==> src/rtl/fetch_unit.sv <==
// Instruction-fetch stage feeding IF_ID: owns the fetch PC, runs the imem req/ready handshake,
// absorbs hazard stalls and applies branch/jump redirects. Optional skid buffer: FETCH_SKID_EN.
module fetch_unit #(
    parameter logic [31:0] RESET_PC = 32'h0000_0000
) (
    input  logic        clk_i,
    input  logic        rst_i,
    input  logic        start_i,
    input  logic        stall_i,
    input  logic        redirect_i,
    input  logic [31:0] redirect_pc_i,
    output logic        imem_req_o,
    output logic [31:0] imem_addr_o,
    input  logic        imem_ready_i,
    input  logic [31:0] imem_rdata_i,
    output logic [31:0] pc_o,
    output logic [31:0] instr_o,
    output logic        imembubble_o
);

    typedef enum logic {
        IDLE = 1'b0,
        RUN  = 1'b1
    } state_t;

    state_t      state_q, state_d;
    logic [31:0] pc_q, pc_d;
    logic [31:0] redirect_target;
    logic        run;
    logic        xfer;

`ifdef FETCH_SKID_EN
    logic        skid_v_q, skid_v_d;
    logic [31:0] skid_pc_q, skid_pc_d;
    logic [31:0] skid_instr_q, skid_instr_d;
`endif

    assign redirect_target = redirect_pc_i & 32'hFFFF_FFFC;
    assign imem_addr_o     = pc_q;

    always_comb begin
        state_d      = state_q;
        pc_d         = pc_q;
        run          = (state_q == RUN);
        imembubble_o = 1'b1;
        instr_o      = 32'h0;
        pc_o         = pc_q;
`ifdef FETCH_SKID_EN
        skid_v_d     = skid_v_q;
        skid_pc_d    = skid_pc_q;
        skid_instr_d = skid_instr_q;
        // Request depends only on registered state, never on stall_i.
        imem_req_o   = run && !skid_v_q;
`else
        imem_req_o   = run && !stall_i && !redirect_i;
`endif
        xfer = imem_req_o && imem_ready_i;

        // Presentation: redirect forces a bubble, then skid, then a live transfer.
        if (!redirect_i) begin
`ifdef FETCH_SKID_EN
            if (skid_v_q) begin
                imembubble_o = 1'b0;
                instr_o      = skid_instr_q;
                pc_o         = skid_pc_q;
            end else if (xfer) begin
                imembubble_o = 1'b0;
                instr_o      = imem_rdata_i;
            end
`else
            if (xfer) begin
                imembubble_o = 1'b0;
                instr_o      = imem_rdata_i;
            end
`endif
        end

        case (state_q)
            IDLE: begin
                if (start_i) begin
                    state_d = RUN;
                end
            end
            RUN: begin
                if (redirect_i) begin
                    pc_d = redirect_target;
`ifdef FETCH_SKID_EN
                    skid_v_d = 1'b0;
`endif
                end else begin
`ifdef FETCH_SKID_EN
                    if (skid_v_q) begin
                        if (!stall_i) begin
                            skid_v_d = 1'b0;
                        end
                    end else if (xfer) begin
                        pc_d = pc_q + 32'd4;
                        if (stall_i) begin
                            skid_v_d     = 1'b1;
                            skid_pc_d    = pc_q;
                            skid_instr_d = imem_rdata_i;
                        end
                    end
`else
                    if (xfer) begin
                        pc_d = pc_q + 32'd4;
                    end
`endif
                end
            end
            default: state_d = IDLE;
        endcase
    end

    always_ff @(posedge clk_i) begin
        if (rst_i) begin
            state_q <= IDLE;
        end else begin
            state_q <= state_d;
        end
    end

    always_ff @(posedge clk_i) begin
        if (rst_i) begin
            pc_q         <= RESET_PC;
`ifdef FETCH_SKID_EN
            skid_v_q     <= 1'b0;
            skid_pc_q    <= 32'h0;
            skid_instr_q <= 32'h0;
`endif
        end else begin
            pc_q         <= pc_d;
`ifdef FETCH_SKID_EN
            skid_v_q     <= skid_v_d;
            skid_pc_q    <= skid_pc_d;
            skid_instr_q <= skid_instr_d;
`endif
        end
    end

endmodule

==> config.mk <==
export PLATFORM = sky130hd
export DESIGN_NAME = fetch_unit
export DESIGN_NICKNAME = d
export VERILOG_FILES = /design/src/rtl/fetch_unit.sv
export SDC_FILE = /design/constraint.sdc
export NUM_CORES = 1
export LEC_CHECK = 0
export BUFFER_PORTS_ARGS = -buffer_cell sky130_fd_sc_hd__clkbuf_2
export CAP_MARGIN = 25
export CORE_MARGIN = 4
export CORE_UTILIZATION = 35
export CTS_CLUSTER_SIZE = 24
export DETAILED_ROUTE_END_ITERATION = 10
export PLACE_DENSITY = 0.72
export RECOVER_POWER = 100
export SLEW_MARGIN = 40
export SYNTH_ARGS = -nofsm -noshare
export SYNTH_HDL_FRONTEND = slang
export SYNTH_SLANG_ARGS = --single-unit
==> constraint.sdc <==
create_clock -name clk_i -period 1.9 [get_ports clk_i]
set_input_delay 0.38 -clock clk_i [delete_from_list [all_inputs] [get_ports clk_i]]
set_output_delay 0.38 -clock clk_i [all_outputs]
set_load 0.03 [all_outputs]
# [Word-level counts from Yosys, hierarchy flattened]
# Cells that the tools add are included.
[word_totals] reg_bits=33 input_bits=70 wordCells=18
[op_classes] n_addsub=1 muxes=8 n_reduce_logical=7
[op_table] operator="$mux W32" n=4
[op_table] operator="$add A32 B3 Y32 const B" n=1
[op_table] operator="$mux W1" n=4
[op_table] operator="$logic_and A1 B1 Y1" n=3
[op_table] operator="$logic_not A1 Y1" n=2
[op_table] operator="$reduce_and A2 Y1" n=1
[op_table] operator="$reduce_bool A2 Y1" n=1

# [Depth between registers and ports, before layout]
# Gate-level depths: netlist of run 1.
[logic_depth] word_depth=6 ltp_mapped=7 mapped_depth_nobuf=6

# [Worst setup path after synthesis of run 1]
# No wires, ideal clock.
[synth_timing] path_type="reg2reg" startpoint="register pc_q[2] (netlist: imem_addr_o[2])" endpoint="register pc_q[30] (netlist: imem_addr_o[30])" arrival_ns=1.970 required_time_ns=1.773 slack_ns=-0.197 stages_incl_launch_ff=8 synth_period_minus_slack_ns=2.097 path_cell_list="dfxtp_1 > ha_1 > and3_1 > and4_1 > buf_6 > nand2_1 > and3_1 > or3_1"
[synth_between] elab_chain_len=3
[synth_rtl] element="start, declared" line="27" rtl="logic [31:0] pc_q, pc_d;"
[synth_rtl] element="start signal, assigned" line="132" rtl="pc_q <= pc_d;"
[synth_rtl] element="$add A32 B3 Y32" line="106" rtl="pc_d = pc_q + 32'd4;"
[synth_rtl] element="$mux W32" line="105" rtl="if (xfer) begin"
[synth_rtl] element="$mux W32" line="85" rtl="if (redirect_i) begin"
# No other way between the ends. The select of a mux whose other input is x is not followed.
# A chain may end at the register's enable or synchronous reset.

# [Worst setup path after layout of run 1]
[layout_timing] startpoint="register state_q (netlist: run)" endpoint="output instr_o[14]"
[layout_between] elab_chain_len=5
[layout_rtl] element="start, declared" line="26" rtl="state_t state_q, state_d;"
[layout_rtl] element="start signal, assigned" line="119" rtl="state_q <= state_d;"
[layout_rtl] element="$logic_and A1 B1 Y1 (2 in series)" line="55" rtl="imem_req_o = run && !stall_i && !redirect_i;"
[layout_rtl] element="$logic_and A1 B1 Y1" line="57" rtl="xfer = imem_req_o && imem_ready_i;"
[layout_rtl] element="$mux W32" line="71" rtl="if (xfer) begin"
[layout_rtl] element="$mux W32" line="60" rtl="if (!redirect_i) begin"
[layout_rtl] element="end, declared" line="17" rtl="output logic [31:0] instr_o,"
# No other way between the ends.

==> impl_summary.md, run 1 <==
Clock network
Post-CTS timing repair inserted 0 buffers for setup. The buffer depth of the longest clock path is 2. After clock tree synthesis, the clock-pin slew on the worst setup and hold paths is 70 ps.

The depth of the CTS H-tree is 2. The number of clock sinks is 31. At the later pin of the worst-skew pair, clock insertion delay measures 290 ps. The CTS tree is done. Clock tree synthesis inserted a total of 5 buffers. The root buffer cell is sky130_fd_sc_hd__clkbuf_8.

Global routing
Entering global routing, the biggest net connects 54 pins. Global routing used 20.3% of the available tracks. The number of global-route vias before repair is 2794. The initial antenna violation count is 0.

Global routing finished with a remaining overflow of 0. The first global-routing pass estimated 14.1 mm of wire.

Setup path
The endpoint type of the worst setup path is a primary output. Data arrives at the worst endpoint at 1410 ps. At the worst endpoint, the required time is 1520 ps. The class of the most critical setup path is flip-flop to primary output.

The launching element type of the critical path is a flip-flop. The maximum fanout encountered on the critical timing path is 34.

Timing
The count of endpoints failing hold in the final timing report came to 0. The max-slew violation count is 0. The clock tree skew after final layout is 7.39 ps. The time the worst path needs with I/O delays and setup is 1790 ps. The count of final setup violators is 0. The final clock period utilization by the worst path is 94.5%. Measured against its own limit, the worst slew margin works out to 65.1%.

Setup repair after global routing left no endpoint under its margin. The actual slew at the worst max-slew pin is 520 ps. The top achievable clock speed is 557 MHz.

Routing
In the routed design, unresolved DRC markers number 0. The post-detailed-route wirelength per cell is 15.4 um. The number of DRC markers after the initial detailed-route iteration is 173. The antenna violation net count after detailed routing is 0. In the routed layout, each cell is associated on average with a via count of 5.25.

For this block, the routed nets add up to 9.17 mm of wire. The number of detailed-route iterations in the first pass is 6. The count of vias placed by the detailed router is 3122.

Floorplan
The die span in y is 92.4 um. The initial core utilization is 36.3%. The number of placement rows is 30. In this run the standard cell core region covers 6870 um^2. The die covers 8530 um^2. The die span in x is 92.4 um.

The number of ports placed on the die boundary is 168.

Power and ir drop
The static power due to leakage is 0.00164 uW. The internal power of the cells is 1220 uW. For this design the total switching power over the nets is 681 uW.

The switching share of power is 35.8%. The share of power burned in combinational logic is 30.9%. Summing internal, switching and leakage power gives 1900 uW. The worst IR drop on VDD is 290 uV. The part of the power in registers is 38.4%. The power density relative to cell area is 560 nW/um^2. The portion of total power attributed to the clock network is 30.7%.

Finish
Leaving out fill and tap cells, the most frequent cells in the layout are sky130_fd_sc_hd__clkbuf_2 (102), sky130_fd_sc_hd__clkbuf_1 (62), sky130_fd_sc_hd__and3_1 (49). From synthesis to final layout, the design area changed by 36.0%. Leaving out fill and tap cells, the most frequent cell in the layout is sky130_fd_sc_hd__clkbuf_2. The final cell count without fillers is 595. In the final design database the tool counted 568 nets.

The fraction of final layout cells with drive strength greater than 1 is 30.9%.

Synthesis
The number of warnings printed during yosys synthesis is 0. The number of enable flip-flop cells after synthesis is 0. Counting every instance in the synthesized netlist gives 348. The cell area after synthesis is 2490 um^2. The post-synthesis register bit count is 31. The portion of the post-synthesis area used by sequential elements is 24.9%.

In the synthesized netlist the dominant register cell turns out to be sky130_fd_sc_hd__dfxtp_1. Of all flip-flops after synthesis, the portion carrying an async set or reset was 0%. The average cell area after synthesis is 7.16 um^2.

The number of distinct standard cells referenced by the synthesized netlist is 44.

Run status
The flow ran to the end, and the final reports show no timing, DRC or antenna violations.

Flow run
Across the run, the number of max-cap violations was 0.

Place
The global placer's final weighted congestion is 0.880. Once placement completed, the tool counted placed cells totaling 586. The wire-length estimate of the detail-placed layout is 7.11 mm. During placement, the flow inserted port buffers numbering 161.

Min path
The class of the most critical hold timing path is input pin to flip-flop.
==> synthesized netlist by cell type (3+ instances only) <==
cell type / n / share of area [%]
sky130_fd_sc_hd__and3_1: 49 / 12
sky130_fd_sc_hd__buf_4: 35 / 11
sky130_fd_sc_hd__dfxtp_1: 31 / 25
sky130_fd_sc_hd__nor2_1: 31 / 4.7
sky130_fd_sc_hd__nand2_1: 29 / 4.4
sky130_fd_sc_hd__a21oi_1: 22 / 4.4
sky130_fd_sc_hd__clkbuf_1: 18 / 2.7
sky130_fd_sc_hd__o21ai_0: 18 / 3.6
sky130_fd_sc_hd__nand3_1: 17 / 3.4
sky130_fd_sc_hd__nand4_1: 11 / 2.8
sky130_fd_sc_hd__a31oi_1: 9 / 2.3
sky130_fd_sc_hd__and4_1: 8 / 2.8
sky130_fd_sc_hd__a32o_1: 7 / 2.8
sky130_fd_sc_hd__mux2i_1: 5 / 2.0
sky130_fd_sc_hd__nor3_1: 5 / 1.0
sky130_fd_sc_hd__o22ai_1: 5 / 1.3
sky130_fd_sc_hd__a22o_1: 4 / 1.4
sky130_fd_sc_hd__nor2b_1: 4 / 1.0
sky130_fd_sc_hd__buf_2: 3 / 0.60
sky130_fd_sc_hd__o31ai_1: 3 / 0.90
sky130_fd_sc_hd__or3_1: 3 / 0.75
==> per-layer routing <==
layer / track usage, % / up-vias / share of wire (%)
li1: - / 1543 / -
met1: 27.8 / 1449 / 45
met2: 33.9 / 119 / 47
met3: 3.09 / 11 / 7.2
met4: 3.96 / 0 / 0.95
met5: 0 / - / 0
==> power groups by stage <==
stage	sequential [uW]	combinational, uW	clock, uW
floorplan	825	331	0
global placement	740	598	0
detailed placement	743	606	0
CTS	729	608	602
global route	737	635	623
finish	729	586	583
==> stage by stage <==
| stage | setup TNS [ps] | worst slack, ps | hold WS (ps) | instance area (um^2) | util, % |
|---|---|---|---|---|---|
| after floorplan | -48.4 | -48.4 | 496 | 2510 | - |
| final | 0 | 105 | 300 | 3390 | 49.3 |
| after CTS | 0 | 66.2 | 291 | 3460 | 50.4 |
| after global placement | 0 | 173 | 550 | 3360 | 49.0 |
| after detailed placement | 0 | 156 | 565 | 3360 | 49.0 |
| after global routing | 0 | 20.2 | 333 | 3390 | 49.3 |
==> worst max-delay path: stages (launching register included) <==
cell                       delay [ps]
sky130_fd_sc_hd__dfxtp_1          320
sky130_fd_sc_hd__nor3b_2          170
sky130_fd_sc_hd__buf_6            230
sky130_fd_sc_hd__and3_1           190
sky130_fd_sc_hd__clkbuf_2         210
==> registers in the layout (all words and copies together), names as in the netlist <==
| name | flops |
|---|---|
| run | 1 |
| imem_addr_o | 30 |
==> logic make-up after synthesis <==
group                    after synthesis  share of synthesized area [%]
buffers and inverters                 62                           15.1
multiplexers                           6                           2.46
flip-flops                            31                           24.9
AO/OA/AOI/OAI                         81                           20.9
other                                  1                          0.151
AND/OR/NAND/NOR                      166                           36.0
adder cells (fa/ha/maj)                1                          0.502
==> repair_timing <==
action                                  in CTS  in global routing
gates resized for setup                      0                  3
endpoints found under the setup margin       0                 11
hold buffers                                 0                  0
==> area by class of cell <==
| class | instances | area, um^2 |
|---|---|---|
| multi-input cells | 258 | 1510 |
| fillers | 732 | 3480 |
| clock buffers | 8 | 100 |
| repair buffers | 199 | 1030 |
| flip-flops and latches | 31 | 626 |
| diodes | 1 | 2.50 |
| well taps | 96 | 120 |
| inverters | 2 | 7.51 |
==> path summary, 6_finish.rpt <==
path / from / end / slack (ps) / cells past startpoint
setup / recovery: run / instr_o[14] / 110 / 4
hold / removal: start_i / run / 300 / 3
setup reg to reg: imem_addr_o[2] / imem_addr_o[30] / 160 / 6
hold reg to reg: imem_addr_o[20] / imem_addr_o[20] / 570 / 2
No activity file was read; power rests on OpenSTA's default activity.
==> run 2: changes to the inputs <==
--- a/config.mk
+++ b/config.mk
@@ -5,13 +5,15 @@
 export SDC_FILE = /design/constraint.sdc
 export NUM_CORES = 1
 export LEC_CHECK = 0
+export ABC_AREA = 1
 export BUFFER_PORTS_ARGS = -buffer_cell sky130_fd_sc_hd__clkbuf_2
 export CAP_MARGIN = 25
 export CORE_MARGIN = 4
 export CORE_UTILIZATION = 35
+export CTS_BUF_LIST = sky130_fd_sc_hd__clkbuf_8
 export CTS_CLUSTER_SIZE = 24
 export DETAILED_ROUTE_END_ITERATION = 10
-export PLACE_DENSITY = 0.72
+export PLACE_DENSITY = 0.7
 export RECOVER_POWER = 100
 export SLEW_MARGIN = 40
 export SYNTH_ARGS = -nofsm -noshare
==> impl_summary.md, run 2 <==
Clock network
The number of clock sinks is 31 (unchanged). The buffer depth of the longest clock path is 2 (unchanged). The tree is rooted in a sky130_fd_sc_hd__clkbuf_8. The CTS tree is done.

The clock buffer count from CTS was 5 (unchanged). The depth of the CTS H-tree is 2 (unchanged). The clock latency at the later pin of the worst-skew pair is 290 ps (about the same).

The clock-pin slew on the worst setup and hold paths is 70 ps (about the same). The buffers inserted during post-CTS setup optimization is 0 (unchanged).

Flow run
The number of max-capacitance violations reported is 0 (unchanged).

Synthesis
The portion of the post-synthesis area used by sequential elements came to 22.6% (-2.3 points). The post-synthesis cell type with the largest combined area is sky130_fd_sc_hd__dfxtp_1. For this run, the leading register cell type out of synthesis is sky130_fd_sc_hd__dfxtp_1. By count the netlist is led by sky130_fd_sc_hd__nand2_1 (145), sky130_fd_sc_hd__nor2_1 (104), sky130_fd_sc_hd__inv_1 (61). The most used standard cell by instance count after synthesis is sky130_fd_sc_hd__nand2_1. The average cell area after synthesis is 5.43 um^2 (-24%).

The number of warnings printed during yosys synthesis is 0 (unchanged). The number of distinct standard cells referenced by the synthesized netlist is 27 (-39%). The gate count after technology mapping is 506 (+45%). The post-synthesis register bit count is 31 (unchanged).

The cell area after synthesis is 2750 um^2 (+10%). By area the synthesized netlist is led by sky130_fd_sc_hd__dfxtp_1 (23%), sky130_fd_sc_hd__nand2_1 (20%), sky130_fd_sc_hd__nor2_1 (14%). The share of the synthesized area in the top cell type was 22.6% (-2.3 points).

The proportion of register bits with asynchronous set or reset after synthesis is 0% (unchanged). The number of enable flip-flop cells after synthesis is 0 (unchanged).

Place
The placed standard-cell area is 3450 um^2 (+2.7%). The count of input and output buffers is 161 (unchanged). The setup slack at placement is 75.5 ps (-80.4 ps).

The global placer's final weighted congestion is 0.886 (+0.65%). The HPWL after detailed placement is 7.77 mm (+9.3%).

Finish
The fraction of final layout cells with drive strength greater than 1 was 20.3% (-11 points). The area taken by flip-flops and latches is 622 um^2 (-0.60%). The count of fill cells added during filler insertion came to 871 (+19%). The area of all placed cells without fillers is 3460 um^2 (+2.1%). Relative to the synthesized area, the layout overhead comes to 26.0%.

The count of antenna diodes in the layout came to 0 (-1). In the layout the commonest cells are sky130_fd_sc_hd__nand2_1 (145), sky130_fd_sc_hd__nor2_1 (104), sky130_fd_sc_hd__clkbuf_2 (100). The footprint of the multi-input gates came to 1560 um^2 (+3.8%). The number of flip-flops under the largest register name is 30 (unchanged).

The final layout net count came to 711 (+25%). Leaving out fill and tap cells, the most frequent cell in the layout is sky130_fd_sc_hd__nand2_1.

Routing
The number of DRC markers after the initial detailed-route iteration is 106 (-39%). The antenna violation net count after detailed routing was 0 (unchanged). The count of vias placed by the detailed router was 3446 (+10%).

The post-route DRC violation count is 0 (unchanged). The number of detailed-route iterations in the first pass is 4 (-2). The post-detailed-route wirelength per cell is 12.7 um (-18%).

The mean number of vias per cell is 4.64 (-12%). The final wirelength is 9.41 mm (+2.7%).

Global routing
The initial antenna violation count was 0 (unchanged). The remaining global-route overflow is 0 (unchanged). The pin count of the biggest net entering global routing was 34 (-37%). The global-route wire length before repair is 13.8 mm (-2.0%).

The number of global-route vias before repair came to 3049 (+9.1%). The global-route usage over all layers is 18.9% (-1.4 points).

Power and ir drop
The portion of total power attributed to the clock network is 31.1% (+0.4 points). The internal power of the cells is 1070 uW (-12%). The static power due to leakage is 0.00155 uW (-5.5%).

The switching share of power was 37.2% (+1.4 points). The total power after layout is 1710 uW (-9.9%). The part of the power in registers was 42.2% (+3.8 points). The share of power burned in combinational logic was 26.7% (-4.2 points).

The worst IR drop on VDD is 269 uV (-7.1%). The power density relative to cell area came to 494 nW/um^2 (-12%). The power spent charging and discharging nets came to 636 uW (-6.5%).

Min path
The worst hold path belongs to the class input pin to flip-flop.

Setup path
The critical path data arrival time was 1400 ps (about the same). The launching element type of the critical path is a flip-flop. The maximum fanout encountered on the critical timing path is 33 (-2.9%). STA classifies the critical path endpoint as a primary output. The critical path required time is 1520 ps (about the same). The setup path with the least slack is of type flip-flop to primary output.

Timing
The hold slack is 325 ps (+24.6 ps). The count of final setup violators came to 0 (unchanged). Setup repair after global routing left no endpoint under its margin. The time the worst path needs with I/O delays and setup was 1780 ps (-11.8 ps). The top achievable clock speed is 561 MHz (+0.66%). The headroom to the max-slew limit was 66.7% (+1.6 points). The count of endpoints failing hold in the final timing report is 0 (unchanged). The actual slew at the worst max-slew pin is 499 ps (-20.7 ps).

The max-slew violation count was 0 (unchanged). The final clock period utilization by the worst path is 93.8% (-0.62 points). The final total negative setup slack was 0 ps (unchanged). The final critical-path setup slack is 117 ps (+11.8 ps).

The clock tree skew after final layout came to 7.05 ps (-0.340 ps).

Floorplan
The number of ports placed on the die boundary is 168 (unchanged). The number of placement rows was 32 (+6.7%). The floorplan die area came to 9320 um^2 (+9.3%). The initial core utilization came to 35.7% (-0.56 points). The area of the core was 7690 um^2 (+12%). The die span in y came to 96.6 um (+4.5%). The die span in x is 96.6 um (+4.5%).

Run status
The flow ran to the end, and the final reports show no timing, DRC or antenna violations.
## run 2: cell families (layout without fill, tap and decap cells)
| kind of cell | Yosys count | count (layout) | synth area share [%] |
|---|---|---|---|
| AOI/OAI and AO/OA | 65 | 65 | 12.6 |
| xor gates and xnor gates | 1 | 1 | 0.319 |
| DFF | 31 | 31 | 22.6 |
| buffers and inverters | 114 | 246 | 21.0 |
| other | 1 | 4 | 0.137 |
| adders and majority gates | 1 | 1 | 0.456 |
| and+or+nand+nor | 293 | 293 | 42.9 |
## run 2: per-layer routing
layer / vias up / part of all wire (%) / GRT usage (%)
met5: - / 0 / 0
met4: 0 / 0.83 / 4.44
met3: 10 / 9.1 / 3.56
met2: 143 / 52 / 37.6
met1: 1507 / 38 / 20.3
li1: 1786 / - / -
## run 2: metrics by stage
stage               std cells  utilization [%]
floorplan                 509                -
global route              743             45.0
CTS                       743             46.0
finish                    743             45.0
detailed placement        735             44.9
global placement          735             44.9
## run 2: path summary, 6_finish.rpt
check | depth (start not counted) | slack, ps | endpoint | from
hold / removal | 3 | 320 | run | start_i
setup reg to reg | 8 | 190 | imem_addr_o[18] | imem_addr_o[2]
setup / recovery | 4 | 120 | instr_o[5] | run
hold reg to reg | 2 | 520 | imem_addr_o[31] | imem_addr_o[31]
## run 2: worst max-delay path, stage by stage, from the launching register on
cell and delay [ps]:
sky130_fd_sc_hd__dfxtp_1 370, sky130_fd_sc_hd__nand3_2 120, sky130_fd_sc_hd__buf_4 250, sky130_fd_sc_hd__nor2_1 160, sky130_fd_sc_hd__buf_2 220
## run 2: cell type report
| type | instances | area share (%) |
|---|---|---|
| multi-input combinational | 364 | 45.2 |
| timing repair buffer | 175 | 23.8 |
| sequential | 31 | 18.0 |
| inverter | 63 | 6.84 |
| tap | 102 | 3.69 |
| clock buffer | 5 | 1.99 |
| clock inverter | 3 | 0.434 |
## run 2: power by group through the flow
stage / Clock, uW / Combinational (uW) / Sequential (uW)
2_1_floorplan: 0 / 287 / 780
3_3_place_gp: 0 / 471 / 735
3_5_place_dp: 0 / 475 / 736
4_1_cts: 542 / 477 / 721
5_1_grt: 560 / 504 / 728
6_report: 533 / 457 / 721
## run 2: repair_timing
action,CTS,global route
endpoints found under the setup margin,0,5
gates resized for setup,0,3
hold buffers,0,0
endpoints found under the hold margin,0,0
